===== src/rtl/control_seq.sv =====
// Registered instruction decoder/sequencer: accepts one instruction per
// valid/ready handshake and presents its control word on the following cycle.
module control_seq #(
    parameter int OPW     = 9,
    parameter int RAW     = 4,
    parameter int MEM_LAT = 2
) (
    input  logic           Clk,
    input  logic           Reset,
    input  logic           flush,
    input  logic           instr_valid,
    input  logic [OPW-1:0] instr,
    input  logic           br_done,
    output logic           instr_ready,
    output logic           ctl_valid,
    output logic           Branch,
    output logic           MemtoReg,
    output logic           MemWrite,
    output logic           ALUSrc,
    output logic           RegWrite,
    output logic           FlagWrite,
    output logic           Immed,
    output logic           illegal,
    output logic [2:0]     Flag,
    output logic [RAW-1:0] ReadAddr1,
    output logic [RAW-1:0] ReadAddr2,
    output logic [RAW-1:0] WriteAddr,
    output logic [4:0]     ALUOp,
    output logic [1:0]     dbg_state,
    output logic [3:0]     dbg_cnt
);

    localparam logic [1:0] RUN   = 2'd0;
    localparam logic [1:0] LWAIT = 2'd1;
    localparam logic [1:0] BWAIT = 2'd2;

    localparam int CW = 12 + 3 * RAW + 5;
    localparam logic [RAW-1:0] RA1_BUB = RAW'(8);
    localparam logic [RAW-1:0] RA2_BUB = RAW'(9);
    localparam logic [CW-1:0] BUBBLE =
        {9'b0, 3'b0, RA1_BUB, RA2_BUB, {RAW{1'b0}}, 5'b11111};
    localparam logic [CW-1:0] ILL_WORD =
        {1'b1, 7'b0, 1'b1, 3'b0, RA1_BUB, RA2_BUB, {RAW{1'b0}}, 5'b11111};

    logic [1:0]    state;
    logic [3:0]    cnt;
    logic [CW-1:0] ctl_q;
    logic [8:0]    i;
    logic          hi_nz;
    logic          accept;

    logic          d_branch, d_memtoreg, d_memwrite, d_alusrc, d_regwrite;
    logic          d_flagwrite, d_immed, d_bad, d_load, d_isbr;
    logic [2:0]    d_flag;
    logic [RAW-1:0] d_ra1, d_ra2, d_wa;
    logic [4:0]    d_aluop;
    logic [CW-1:0] d_word;

    assign i = instr[8:0];

    if (OPW > 9) begin : g_hi
        assign hi_nz = |instr[OPW-1:9];
    end else begin : g_nohi
        assign hi_nz = 1'b0;
    end

    // Handshake: an instruction transfers on a rising edge where instr_valid and
    // instr_ready are both high; ready is low in reset, during flush and while stalled.
    assign instr_ready = Reset && !flush && (state == RUN);
    assign accept      = instr_valid && instr_ready;

    always_comb begin
        d_branch    = 1'b0;
        d_memtoreg  = 1'b0;
        d_memwrite  = 1'b0;
        d_alusrc    = 1'b0;
        d_regwrite  = 1'b0;
        d_flagwrite = 1'b0;
        d_immed     = 1'b0;
        d_bad       = 1'b0;
        d_load      = 1'b0;
        d_isbr      = 1'b0;
        d_flag      = 3'd0;
        d_ra1       = RA1_BUB;
        d_ra2       = RA2_BUB;
        d_wa        = '0;
        d_aluop     = 5'b11111;
        if (!i[8]) begin
            d_ra1      = RAW'(i[3:0]);
            d_ra2      = RAW'(i[3:0]);
            d_wa       = RAW'(i[7:4]);
            d_aluop    = 5'd0;
            d_regwrite = 1'b1;
        end else begin
            case (i[7:6])
                2'b00: begin
                    d_branch = 1'b1;
                    d_immed  = 1'b1;
                    d_isbr   = 1'b1;
                end
                2'b01: begin
                    d_immed    = 1'b1;
                    d_regwrite = 1'b1;
                    d_wa       = RAW'(15);
                end
                2'b10: begin
                    d_wa       = RAW'({2'b10, i[4:3]});
                    d_alusrc   = (i[2:0] != 3'd0);
                    d_regwrite = 1'b1;
                    d_aluop    = {4'b1000, i[5]};
                end
                default: begin
                    if (i[5:4] == 2'b10) begin
                        d_ra1   = RAW'(i[2:0]);
                        d_ra2   = RAW'(i[2:0]);
                        d_aluop = 5'd0;
                        if (!i[3]) begin
                            d_wa       = RAW'(15);
                            d_regwrite = 1'b1;
                            d_memtoreg = 1'b1;
                            d_load     = 1'b1;
                        end else begin
                            d_memwrite = 1'b1;
                        end
                    end else if (i[5:4] == 2'b11) begin
                        d_wa       = RAW'({2'b10, i[1:0]});
                        d_regwrite = 1'b1;
                        if (i[3:2] == 2'b00) d_aluop = 5'b00110;
                        else                 d_bad   = 1'b1;
                    end else if (i[4:3] == 2'b11) begin
                        if (i[2:0] <= 3'd4) begin
                            d_flagwrite = 1'b1;
                            d_flag      = i[2:0];
                        end else begin
                            d_bad = 1'b1;
                        end
                    end else begin
                        d_wa       = RAW'({2'b10, i[1:0]});
                        d_regwrite = 1'b1;
                        case (i[4:2])
                            3'b000:  d_aluop = 5'b00100;
                            3'b001:  d_aluop = 5'b00101;
                            3'b010:  d_aluop = 5'b00000;
                            3'b011:  d_aluop = 5'b00001;
                            3'b100:  d_aluop = 5'b00010;
                            3'b101:  d_aluop = 5'b00011;
                            default: d_bad   = 1'b1;
                        endcase
                    end
                end
            endcase
        end
        if (hi_nz) d_bad = 1'b1;
    end

    assign d_word = {1'b1, d_branch, d_memtoreg, d_memwrite, d_alusrc, d_regwrite,
                     d_flagwrite, d_immed, 1'b0, d_flag, d_ra1, d_ra2, d_wa, d_aluop};

    always_ff @(posedge Clk) begin
        if (!Reset || flush) begin
            state <= RUN;
            cnt   <= 4'd0;
            ctl_q <= BUBBLE;
        end else begin
            ctl_q <= BUBBLE;
            case (state)
                RUN: begin
                    if (accept) begin
                        // Illegal words retire as a NOP and never start a stall.
                        ctl_q <= d_bad ? ILL_WORD : d_word;
                        if (!d_bad && d_load && (MEM_LAT > 0)) begin
                            state <= LWAIT;
                            cnt   <= 4'(MEM_LAT);
                        end else if (!d_bad && d_isbr) begin
                            state <= BWAIT;
                        end
                    end
                end
                LWAIT: begin
                    if (cnt == 4'd1) begin
                        state <= RUN;
                        cnt   <= 4'd0;
                    end else begin
                        cnt <= cnt - 4'd1;
                    end
                end
                BWAIT: begin
                    if (br_done) state <= RUN;
                end
                default: begin
                    state <= RUN;
                    cnt   <= 4'd0;
                end
            endcase
        end
    end

    assign {ctl_valid, Branch, MemtoReg, MemWrite, ALUSrc, RegWrite, FlagWrite, Immed,
            illegal, Flag, ReadAddr1, ReadAddr2, WriteAddr, ALUOp} = ctl_q;
    assign dbg_state = state;
    assign dbg_cnt   = cnt;

endmodule


===== config.mk =====
export PLATFORM = sky130hd
export DESIGN_NAME = control_seq
export DESIGN_NICKNAME = d
export VERILOG_FILES = /design/src/rtl/control_seq.sv
export SDC_FILE = /design/constraint.sdc
export NUM_CORES = 1
export LEC_CHECK = 0
export ABC_CLOCK_PERIOD_IN_PS = 1730
export CAP_MARGIN = 20
export CELL_PAD_IN_SITES_DETAIL_PLACEMENT = 0
export CELL_PAD_IN_SITES_GLOBAL_PLACEMENT = 1
export CORE_MARGIN = 1.5
export CORE_UTILIZATION = 30
export DETAILED_ROUTE_END_ITERATION = 8
export PLACE_DENSITY = 0.74
export SETUP_SLACK_MARGIN = 0.05
export SKIP_CTS_REPAIR_TIMING = 1
export SLEW_MARGIN = 0
export SYNTH_ARGS = -nofsm -noshare
export SYNTH_HDL_FRONTEND = slang
export SYNTH_SLANG_ARGS = --single-unit
export TNS_END_PERCENT = 5

===== constraint.sdc =====
create_clock -name Clk -period 1.73 [get_ports Clk]
set_input_delay 0.346 -clock Clk [delete_from_list [all_inputs] [get_ports Clk]]
set_output_delay 0.346 -clock Clk [all_outputs]
set_load 0.01 [all_outputs]

==> results.py, run 1 <==
metrics = {
    "timing": {
        "grt_setup_unrepaired": "true",
        "slew_violations": 0,
        "fmax_mhz": 588,
        "setup_slack_ps": 30.0,
        "tightest_slew_ps": 422,
        "fin_crit_ps": 1700,
        "slew_headroom_pct": 71.5,
        "finalHoldViolations": 0,
        "holdWs_ps": 517,
        "setup_violations": 0,
        "timing.final.crit_share_pct": 98.3,
        "skew_ps": 11.8,
    },
    "critical_path": {
        "critPathSlowestCell": "or4_4",
        "arrival_ps": 1910,
        "rrSetupSlack_ps": 30,
        "critPathTopFamily": "simple AND/OR/NAND/NOR gates",
        "reg2reg_from": "dbg_state[0]",
        "crit_type": "flip-flop to flip-flop",
        "slowest_delay_ps": 540,
        "worstPathRequired_ps": 1940,
        "crit_chain": "nor4b_4 > buf_4 > nand3_4 > or4_4 > nor4_4",
        "crit_buf_inv": 1,
        "crit_fanout": 4,
        "start_kind": "flip-flop",
        "rr_worst_depth": 5,
        "r2r-end": "ctl_q[25]",
        "end_kind": "flip-flop",
        "critPathLaunch": "dbg_state[0]",
    },
    "yosys": {
        "synth_top_flop_cell": "dfxtp_1",
        "seq_area_frac_synth_pct": 43.0,
        "yosysTopAreaCell": "dfxtp_1",
        "synth-seq-cells": 32,
        "ys_types": 45,
        "synth-edff-count": 0,
        "synth_top_area_share_pct": 43.0,
        "netlist_instances": 157,
        "synth.area.top_cells": "dfxtp_1 (43%), ha_1 (5.9%), nor2_1 (4.3%)",
        "synth.avg_cell_area_um2": 9.48,
        "synth_area_um2": 1490,
        "synthesis.nets": 178,
        "async_flop_share_pct": 0,
        "ys_warn_count": 0,
    },
    "pwr": {
        "leakagePower_nw": 1.10,
        "power_density_nw_per_um2": 679,
        "internal_power_w": 0.00133,
        "combPwrFrac_pct": 16.5,
        "clkPwrFrac_pct": 40.8,
        "p_sw_w": 0.000430,
        "p_seq_share_pct": 42.7,
        "swShare_pct": 24.4,
        "vdd_drop_max_mv": 0.280,
    },
    "run_status": {
        "status": "finished, final reports clean",
    },
    "grt": {
        "grt_usage_pct": 15.5,
        "grt_pass1_vias": 1375,
        "grt_pass1_wl_um": 6390,
        "grt_max_degree": 12,
        "busiest_layer": "met2",
        "grt_remaining_overflow": 0,
        "antenna_found_initial": 0,
        "gr-usage-met1_pct": 19.0,
        "use_met3_pct": 4.25,
        "met2_usage_pct": 25.3,
    },
    "cts": {
        "cts_sinks": 32,
        "cts-root-buf": "clkbuf_8",
        "cts_inserted_buffers": 5,
        "clock_latency_ps": 290,
        "htree_levels": 2,
        "cts_tree": "done",
        "clock_path_buffers": 2,
        "path_clk_slew_ps": 80,
    },
    "routing": {
        "drtIter0Drc": 60,
        "drc": 0,
        "routed_wl_um": 4120,
        "wl_per_cell_um": 12.9,
        "ant_nets": 0,
        "viasPerCell": 4.77,
        "vias": 1521,
        "drtPass1Iterations": 4,
    },
    "min_path": {
        "hold_path.class": "flip-flop to flip-flop",
        "hp-start": "dbg_cnt[1]",
        "whs_path_depth": 2,
        "min_to": "dbg_cnt[1]",
    },
    "die": {
        "fp.dieW_um": 73.5,
        "start_util_pct": 31.3,
        "io_pins": 50,
        "core_area_um2": 4750,
        "die_h_um": 73.5,
        "std_cell_rows": 25,
        "dieArea_um2": 5390,
    },
    "layout": {
        "area_growth_pct": 74.5,
        "n_antenna_cell": 0,
        "final_util_pct": 54.7,
        "final_cell_count_no_fill": 319,
        "final_cell_mix": "buf_4 (46), clkdlybuf4s50_1 (39), dfxtp_1 (30)",
        "layout-drive-gt1-share_pct": 29.8,
        "layout_commonest_cell": "buf_4",
        "final_cell_area_um2": 2600,
        "nNetsFinal": 272,
        "num-fill-cells": 450,
    },
    "flow_run": {
        "max_cap_violations": 0,
    },
    "placement": {
        "port-buffer-count": 49,
        "dpl.cell_count": 308,
        "dpl.hpwl_um": 3030,
        "placed_cell_area_um2": 2330,
        "place_ws_ps": -435,
        "gp_congestion": 0.873,
    },
}
[power groups by stage]
stage | Combinational (W) | Sequential [W] | Clock (W)
2_1_floorplan | 0.0000981 | 0.000777 | 0
5_1_grt | 0.000316 | 0.000753 | 0.000760
6_report | 0.000291 | 0.000753 | 0.000720
3_5_place_dp | 0.000257 | 0.000770 | 0
4_1_cts | 0.000259 | 0.000753 | 0.000725
3_3_place_gp | 0.000256 | 0.000770 | 0
[per-layer routing]
metal,part of all wire (%),up-vias
met2,49,53
met5,0,-
met4,1.8,0
met3,5.8,6
li1,-,743
met1,43,719
[final cells by class]
class | instances | area (um^2) | share of cell area, %
inverters | 10 | 37.5 | 1.44
flip-flops and latches | 32 | 643 | 24.7
multi-input cells | 107 | 862 | 33.2
well taps | 67 | 83.8 | 3.23
clock buffers | 5 | 68.8 | 2.65
clock inverters | 3 | 42.5 | 1.64
repair buffers | 95 | 861 | 33.1
[synthesized netlist by cell type, drive strengths merged (2+ instances only)]
| master | number |
|---|---|
| ha | 7 |
| nand2 | 6 |
| nand2b | 7 |
| and2 | 7 |
| buf | 8 |
| or3 | 2 |
| a21o | 2 |
| nand3b | 2 |
| o21ai | 9 |
| inv | 9 |
| nand3 | 2 |
| a211oi | 6 |
| a21oi | 10 |
| dfxtp | 32 |
| nor4 | 2 |
| nor3 | 6 |
| nor2 | 17 |
| a31o | 2 |
[flip-flops by register name, indices dropped and copies added, names as in the netlist]
register / cells
ctl_q: 26
dbg_cnt: 4
dbg_state: 2
[worst max-delay path by stage]
stage                             end  slack (ps)  depth (start not counted)
after floorplan            dbg_cnt[1]          90                          5
after global placement       ctl_q[8]        -340                          6
after detailed placement     ctl_q[8]        -430                          6
after CTS                 instr_ready        -270                          3
after global routing        ctl_q[25]         -80                          5
final                       ctl_q[25]          30                          5
[cells by family (layout without fill, tap and decap cells)]
kind of cell,Yosys count,after routing,share of synthesized area [%]
AO/OA/AOI/OAI,40,40,18.8
multiplexers,1,1,0.672
AND/OR/NAND/NOR,59,59,25.3
buffers and inverters,18,113,6.30
adder cells (fa/ha/maj),7,7,5.88
flip-flops,32,32,43.0
[tightest hold or removal path: stages (launching register included)]
cell and delay (ps):
dfxtp_1 350, nand2_1 80, a21oi_2 40
[stage by stage]
stage,power (W),TNS (ps)
2_1_floorplan,0.000875,0
3_3_place_gp,0.00103,-7460
3_5_place_dp,0.00103,-8150
4_1_cts,0.00174,-797
5_1_grt,0.00183,-80.1
6_report,0.00176,0
(Power assumes the default switching activity.)
==> run 2, diff against run 1 <==
--- a/config.mk
+++ b/config.mk
@@ -7,7 +7,7 @@
 export LEC_CHECK = 0
 export ABC_CLOCK_PERIOD_IN_PS = 1730
 export CAP_MARGIN = 20
-export CELL_PAD_IN_SITES_DETAIL_PLACEMENT = 0
+export CELL_PAD_IN_SITES_DETAIL_PLACEMENT = 1
 export CELL_PAD_IN_SITES_GLOBAL_PLACEMENT = 1
 export CORE_MARGIN = 1.5
 export CORE_UTILIZATION = 30
@@ -15,7 +15,6 @@
 export PLACE_DENSITY = 0.74
 export SETUP_SLACK_MARGIN = 0.05
 export SKIP_CTS_REPAIR_TIMING = 1
-export SLEW_MARGIN = 0
 export SYNTH_ARGS = -nofsm -noshare
 export SYNTH_HDL_FRONTEND = slang
 export SYNTH_SLANG_ARGS = --single-unit
==> run 2 against run 1 <==
Net effect: first-iteration DRC count rose by 13%; flip-flop and latch count unchanged; count of clock-buffer cells in the layout rose by 2; core utilization up 0.079 points; cell area increased by 0.14%; fmax increased by 1.3%; sequential share of layout area about the same; sequential power hardly changed; register-to-register slack improved by 20 ps; critical path type unchanged; critical endpoint unchanged.
==> results.py, run 2 (synthesis gave the netlist of run 1 again) <==
metrics = {
    "die": {
        "dieArea_um2": 5390,
        "fp.dieW_um": 73.5,
        "core_area_um2": 4750,
        "io_pins": 50,
        "start_util_pct": 31.3,
        "die_h_um": 73.5,
        "std_cell_rows": 25,
    },
    "layout": {
        "final_cell_count_no_fill": 322,
        "n_antenna_cell": 0,
        "largest_register_ffs": 26,
        "top_register": "ctl_q",
        "layout-drive-gt1-share_pct": 31.4,
        "nNetsFinal": 275,
        "num-fill-cells": 558,
        "area_growth_pct": 74.8,
        "final_util_pct": 54.7,
        "final_cell_mix": "buf_4 (48), clkdlybuf4s50_1 (38), dfxtp_1 (30)",
        "layout_commonest_cell": "buf_4",
    },
    "timing": {
        "grt_setup_unrepaired": "true",
        "timing.final.crit_share_pct": 97.0,
        "holdWs_ps": 373,
        "setup_slack_ps": 52.0,
        "slew_violations": 0,
        "tightest_slew_ps": 380,
        "fmax_mhz": 596,
        "fin_crit_ps": 1680,
        "finalHoldViolations": 0,
        "setup_violations": 0,
        "slew_headroom_pct": 74.7,
        "setup_tns_ps": 0,
        "skew_ps": 8.24,
    },
    "critical_path": {
        "slowest_delay_ps": 510,
        "worstPathRequired_ps": 1930,
        "critPathSlowestCell": "or4_4",
        "crit_fanout": 3,
        "end_kind": "flip-flop",
        "start_kind": "flip-flop",
        "crit_chain": "nor4b_4 > buf_4 > nand3_4 > or4_4 > nor4_4",
        "arrival_ps": 1880,
        "crit_type": "flip-flop to flip-flop",
    },
    "cts": {
        "path_clk_slew_ps": 70,
        "cts_inserted_buffers": 5,
        "clock_path_buffers": 2,
        "cts_tree": "done",
        "htree_levels": 2,
        "clock_latency_ps": 290,
        "cts-root-buf": "clkbuf_8",
        "cts_sinks": 32,
    },
    "routing": {
        "viasPerCell": 4.80,
        "wl_per_cell_um": 15.5,
        "drtIter0Drc": 68,
        "vias": 1545,
        "drtPass1Iterations": 4,
        "routed_wl_um": 5010,
        "ant_nets": 0,
        "drc": 0,
    },
    "grt": {
        "antenna_found_initial": 0,
        "grt_remaining_overflow": 0,
        "grt_usage_pct": 18.4,
        "grt_max_degree": 11,
        "grt_pass1_vias": 1493,
        "grt_pass1_wl_um": 7440,
    },
    "placement": {
        "dpl.hpwl_um": 3480,
        "gp_congestion": 0.873,
        "place_ws_ps": -367,
        "port-buffer-count": 49,
        "dpl.cell_count": 308,
    },
    "pwr": {
        "leakagePower_nw": 1.13,
        "vdd_drop_max_mv": 0.280,
        "power_density_nw_per_um2": 704,
    },
    "run_status": {
        "status": "finished, final reports clean",
    },
    "min_path": {
        "hold_path.class": "input pin to flip-flop",
    },
    "flow_run": {
        "max_cap_violations": 0,
    },
}
-- run 2: cell types whose count changed in the layout (fill, tap and decap cells not counted), sizes merged --
cell | before | now
dlymetal6s2s | 10 | 11
clkinv | 2 | 1
clkinvlp | 1 | 0
clkdlybuf4s50 | 39 | 38
buf | 46 | 49
clkbuf | 5 | 7
-- run 2: worst paths after layout --
check / start / end / slack (ps) / cells after the start
min reg2reg: dbg_cnt[1] / dbg_cnt[1] / 530 / 2
max reg2reg: dbg_state[0] / ctl_q[25] / 50 / 5
min: instr[2] / ctl_q[19] / 370 / 2
max: dbg_state[0] / ctl_q[25] / 50 / 5
-- run 2: layout make-up --
type / count / area, um^2 / area share [%]
clock buffers: 7 / 96.3 / 3.70
clock inverters: 1 / 30.0 / 1.15
inverters: 10 / 37.5 / 1.44
multi-input cells: 107 / 822 / 31.6
flip-flops and latches: 32 / 643 / 24.7
well taps: 67 / 83.8 / 3.22
repair buffers: 98 / 890 / 34.2
-- run 2: through the flow --
| step | total power [W] | instance area (um^2) |
|---|---|---|
| global route | 0.00190 | 2600 |
| detailed placement | 0.00103 | 2330 |
| floorplan | 0.000875 | 1490 |
| finish | 0.00183 | 2600 |
| CTS | 0.00182 | 2460 |
| global placement | 0.00103 | 2330 |
-- run 2: per-layer routing --
| metal | global-route usage [%] | vias up | share of wire (%) |
|---|---|---|---|
| li1 | - | 745 | - |
| met1 | 21.3 | 744 | 41 |
| met2 | 31.2 | 49 | 53 |
| met3 | 5.35 | 7 | 4.9 |
| met4 | 8.23 | 0 | 1.4 |
| met5 | 0 | - | 0 |
-- run 2: worst max-delay path, delay by kind of cell (launching register included) --
kind	cells	cell delay, ps
and+or+nand+nor	4	1070
DFF	1	340
buffers and inverters	1	180
-- run 2: where the power goes --
group	total (W)	internal [W]	switching, W
clock network	0.000787	0.000508	0.000279
registers	0.000753	0.000749	0.00000338
logic	0.000292	0.000155	0.000137
==> run 3, diff against run 2 <==
--- a/config.mk
+++ b/config.mk
@@ -5,7 +5,7 @@
 export SDC_FILE = /design/constraint.sdc
 export NUM_CORES = 1
 export LEC_CHECK = 0
-export ABC_CLOCK_PERIOD_IN_PS = 1730
+export ABC_CLOCK_PERIOD_IN_PS = 1400
 export CAP_MARGIN = 20
 export CELL_PAD_IN_SITES_DETAIL_PLACEMENT = 1
 export CELL_PAD_IN_SITES_GLOBAL_PLACEMENT = 1
==> constraint.sdc (replaced) <==
create_clock -name Clk -period 1.4 [get_ports Clk]
set_input_delay 0.28 -clock Clk [delete_from_list [all_inputs] [get_ports Clk]]
set_output_delay 0.28 -clock Clk [all_outputs]
set_load 0.01 [all_outputs]
==> run 3 against run 2 <==
Net effect: the flow now finishes with violations (setup timing); hold slack better by 11 ps; clock power down 7.6%; count of clock-buffer cells in the layout up 1; power up 10%; core utilization up 1.1 points; critical path depth unchanged; sequential share of layout area down 0.35 points; combinational power up 24%; clock skew up 8.6 ps; critical path type unchanged; largest cell class unchanged; highest routed layer unchanged.
==> results.py, run 3 (synthesis gave the netlist of run 1 again) <==
metrics = {
    "layout": {
        "area_growth_pct": 78.3,
        "largest_register_ffs": 26,
        "final_cell_mix": "buf_4 (48), dlymetal6s2s_1 (46), dfxtp_1 (27)",
        "nNetsFinal": 274,
        "top_register": "ctl_q",
        "final_cell_area_um2": 2660,
        "layout_commonest_cell": "buf_4",
        "final_cell_count_no_fill": 321,
        "n_antenna_cell": 0,
        "layout-drive-gt1-share_pct": 31.9,
    },
    "routing": {
        "wl_per_cell_um": 15.8,
        "vias": 1538,
        "drc": 0,
        "ant_nets": 0,
        "drtPass1Iterations": 4,
        "viasPerCell": 4.79,
        "drtIter0Drc": 49,
        "routed_wl_um": 5060,
    },
    "die": {
        "die_h_um": 73.5,
        "std_cell_rows": 25,
        "start_util_pct": 31.3,
        "dieArea_um2": 5390,
        "io_pins": 50,
        "fp.dieW_um": 73.5,
        "core_area_um2": 4750,
    },
    "critical_path": {
        "rrSetupSlack_ps": -200,
        "worstPathRequired_ps": 1580,
        "start_kind": "flip-flop",
        "arrival_ps": 1780,
        "crit_type": "flip-flop to flip-flop",
        "end_kind": "flip-flop",
        "crit_fanout": 4,
    },
    "placement": {
        "port-buffer-count": 49,
        "gp_congestion": 0.893,
        "placed_cell_area_um2": 2370,
        "place_ws_ps": -702,
        "dpl.cell_count": 313,
        "dpl.hpwl_um": 3470,
    },
    "timing": {
        "timing.final.crit_share_pct": 114,
        "setup_violations": 20,
        "skew_ps": 16.9,
        "fin_crit_ps": 1600,
        "finalHoldViolations": 0,
        "tightest_slew_ps": 420,
        "grt_setup_unrepaired": "true",
        "slew_violations": 0,
        "slew_headroom_pct": 71.6,
        "setup_slack_ps": -196,
        "fmax_mhz": 626,
        "setup_tns_ps": -1250,
    },
    "flow_run": {
        "max_cap_violations": 0,
    },
    "cts": {
        "cts-root-buf": "clkbuf_8",
        "cts_sinks": 32,
        "path_clk_slew_ps": 60,
        "clock_latency_ps": 280,
        "htree_levels": 2,
        "cts_tree": "done",
        "cts_inserted_buffers": 5,
        "clock_path_buffers": 2,
    },
    "grt": {
        "grt_pass1_vias": 1496,
        "antenna_found_initial": 0,
        "grt_remaining_overflow": 0,
        "grt_max_degree": 11,
        "grt_usage_pct": 17.5,
        "grt_pass1_wl_um": 7270,
    },
    "pwr": {
        "vdd_drop_max_mv": 0.359,
        "power_w": 0.00202,
        "clkPwrFrac_pct": 36.0,
        "p_seq_share_pct": 46.0,
        "combPwrFrac_pct": 18.0,
        "swShare_pct": 25.0,
        "power_density_nw_per_um2": 761,
        "internal_power_w": 0.00152,
        "leakagePower_nw": 1.61,
        "p_sw_w": 0.000506,
    },
    "min_path": {
        "hold_path.class": "input pin to flip-flop",
    },
    "run_status": {
        "status": "finished, violations left",
        "violations": "setup timing",
    },
}
==> run 3: cell types whose count changed in the layout (fill, tap and decap cells not counted), moves of 2 or more <==
cell / change
dfxtp_2: +3
clkbuf_1: +2
clkdlybuf4s50_1: -36
dlymetal6s2s_1: +35
ha_1: +2
dfxtp_1: -3
ha_2: -2
==> run 3: final timing paths <==
| kind | from | to | cells past startpoint |
|---|---|---|---|
| worst max register to register | dbg_state[0] | ctl_q[25] | 5 |
| worst max-delay path | dbg_state[0] | ctl_q[25] | 5 |
| worst min register to register | dbg_cnt[1] | dbg_cnt[1] | 2 |
| worst min-delay path | instr[2] | ctl_q[19] | 2 |
==> run 3: final cells by class <==
type	instances	area (um^2)
clock buffer	8	90.1
inverter	10	37.5
multi-input combinational	107	836
fill	538	2100
sequential	32	647
timing repair buffer	97	961
tap	67	83.8
==> run 3: power by group through the flow <==
| stage | registers [W] | clock network, W | logic (W) |
|---|---|---|---|
| after floorplan | 0.000960 | 0 | 0.000122 |
| final | 0.000930 | 0.000727 | 0.000363 |
| after global routing | 0.000931 | 0.000795 | 0.000390 |
| after global placement | 0.000951 | 0 | 0.000331 |
| after CTS | 0.000931 | 0.000738 | 0.000341 |
| after detailed placement | 0.000951 | 0 | 0.000336 |
==> run 3: metal layers <==
metal | routed length [um] | vias to the layer above | global-route usage (%)
met1 | 2290 | 725 | 22.7
met5 | 0 | - | 0
met2 | 2420 | 57 | 29.0
met4 | 106 | 0 | 5.14
li1 | - | 744 | -
met3 | 241 | 12 | 3.84
==> run 3: metrics by stage <==
step                      hold slack (ps)  utilization (%)
after global routing                  406             55.8
after CTS                             521             51.8
after global placement                507             49.9
after floorplan                       381                -
after detailed placement              515             49.9
final                                 384             55.8
==> run 3: worst max-delay path: stages (launching register included) <==
cell and delay, ps:
dfxtp_2 330, nor4b_4 290, buf_4 180, nand3_2 110, or4_4 460, nor4_4 140
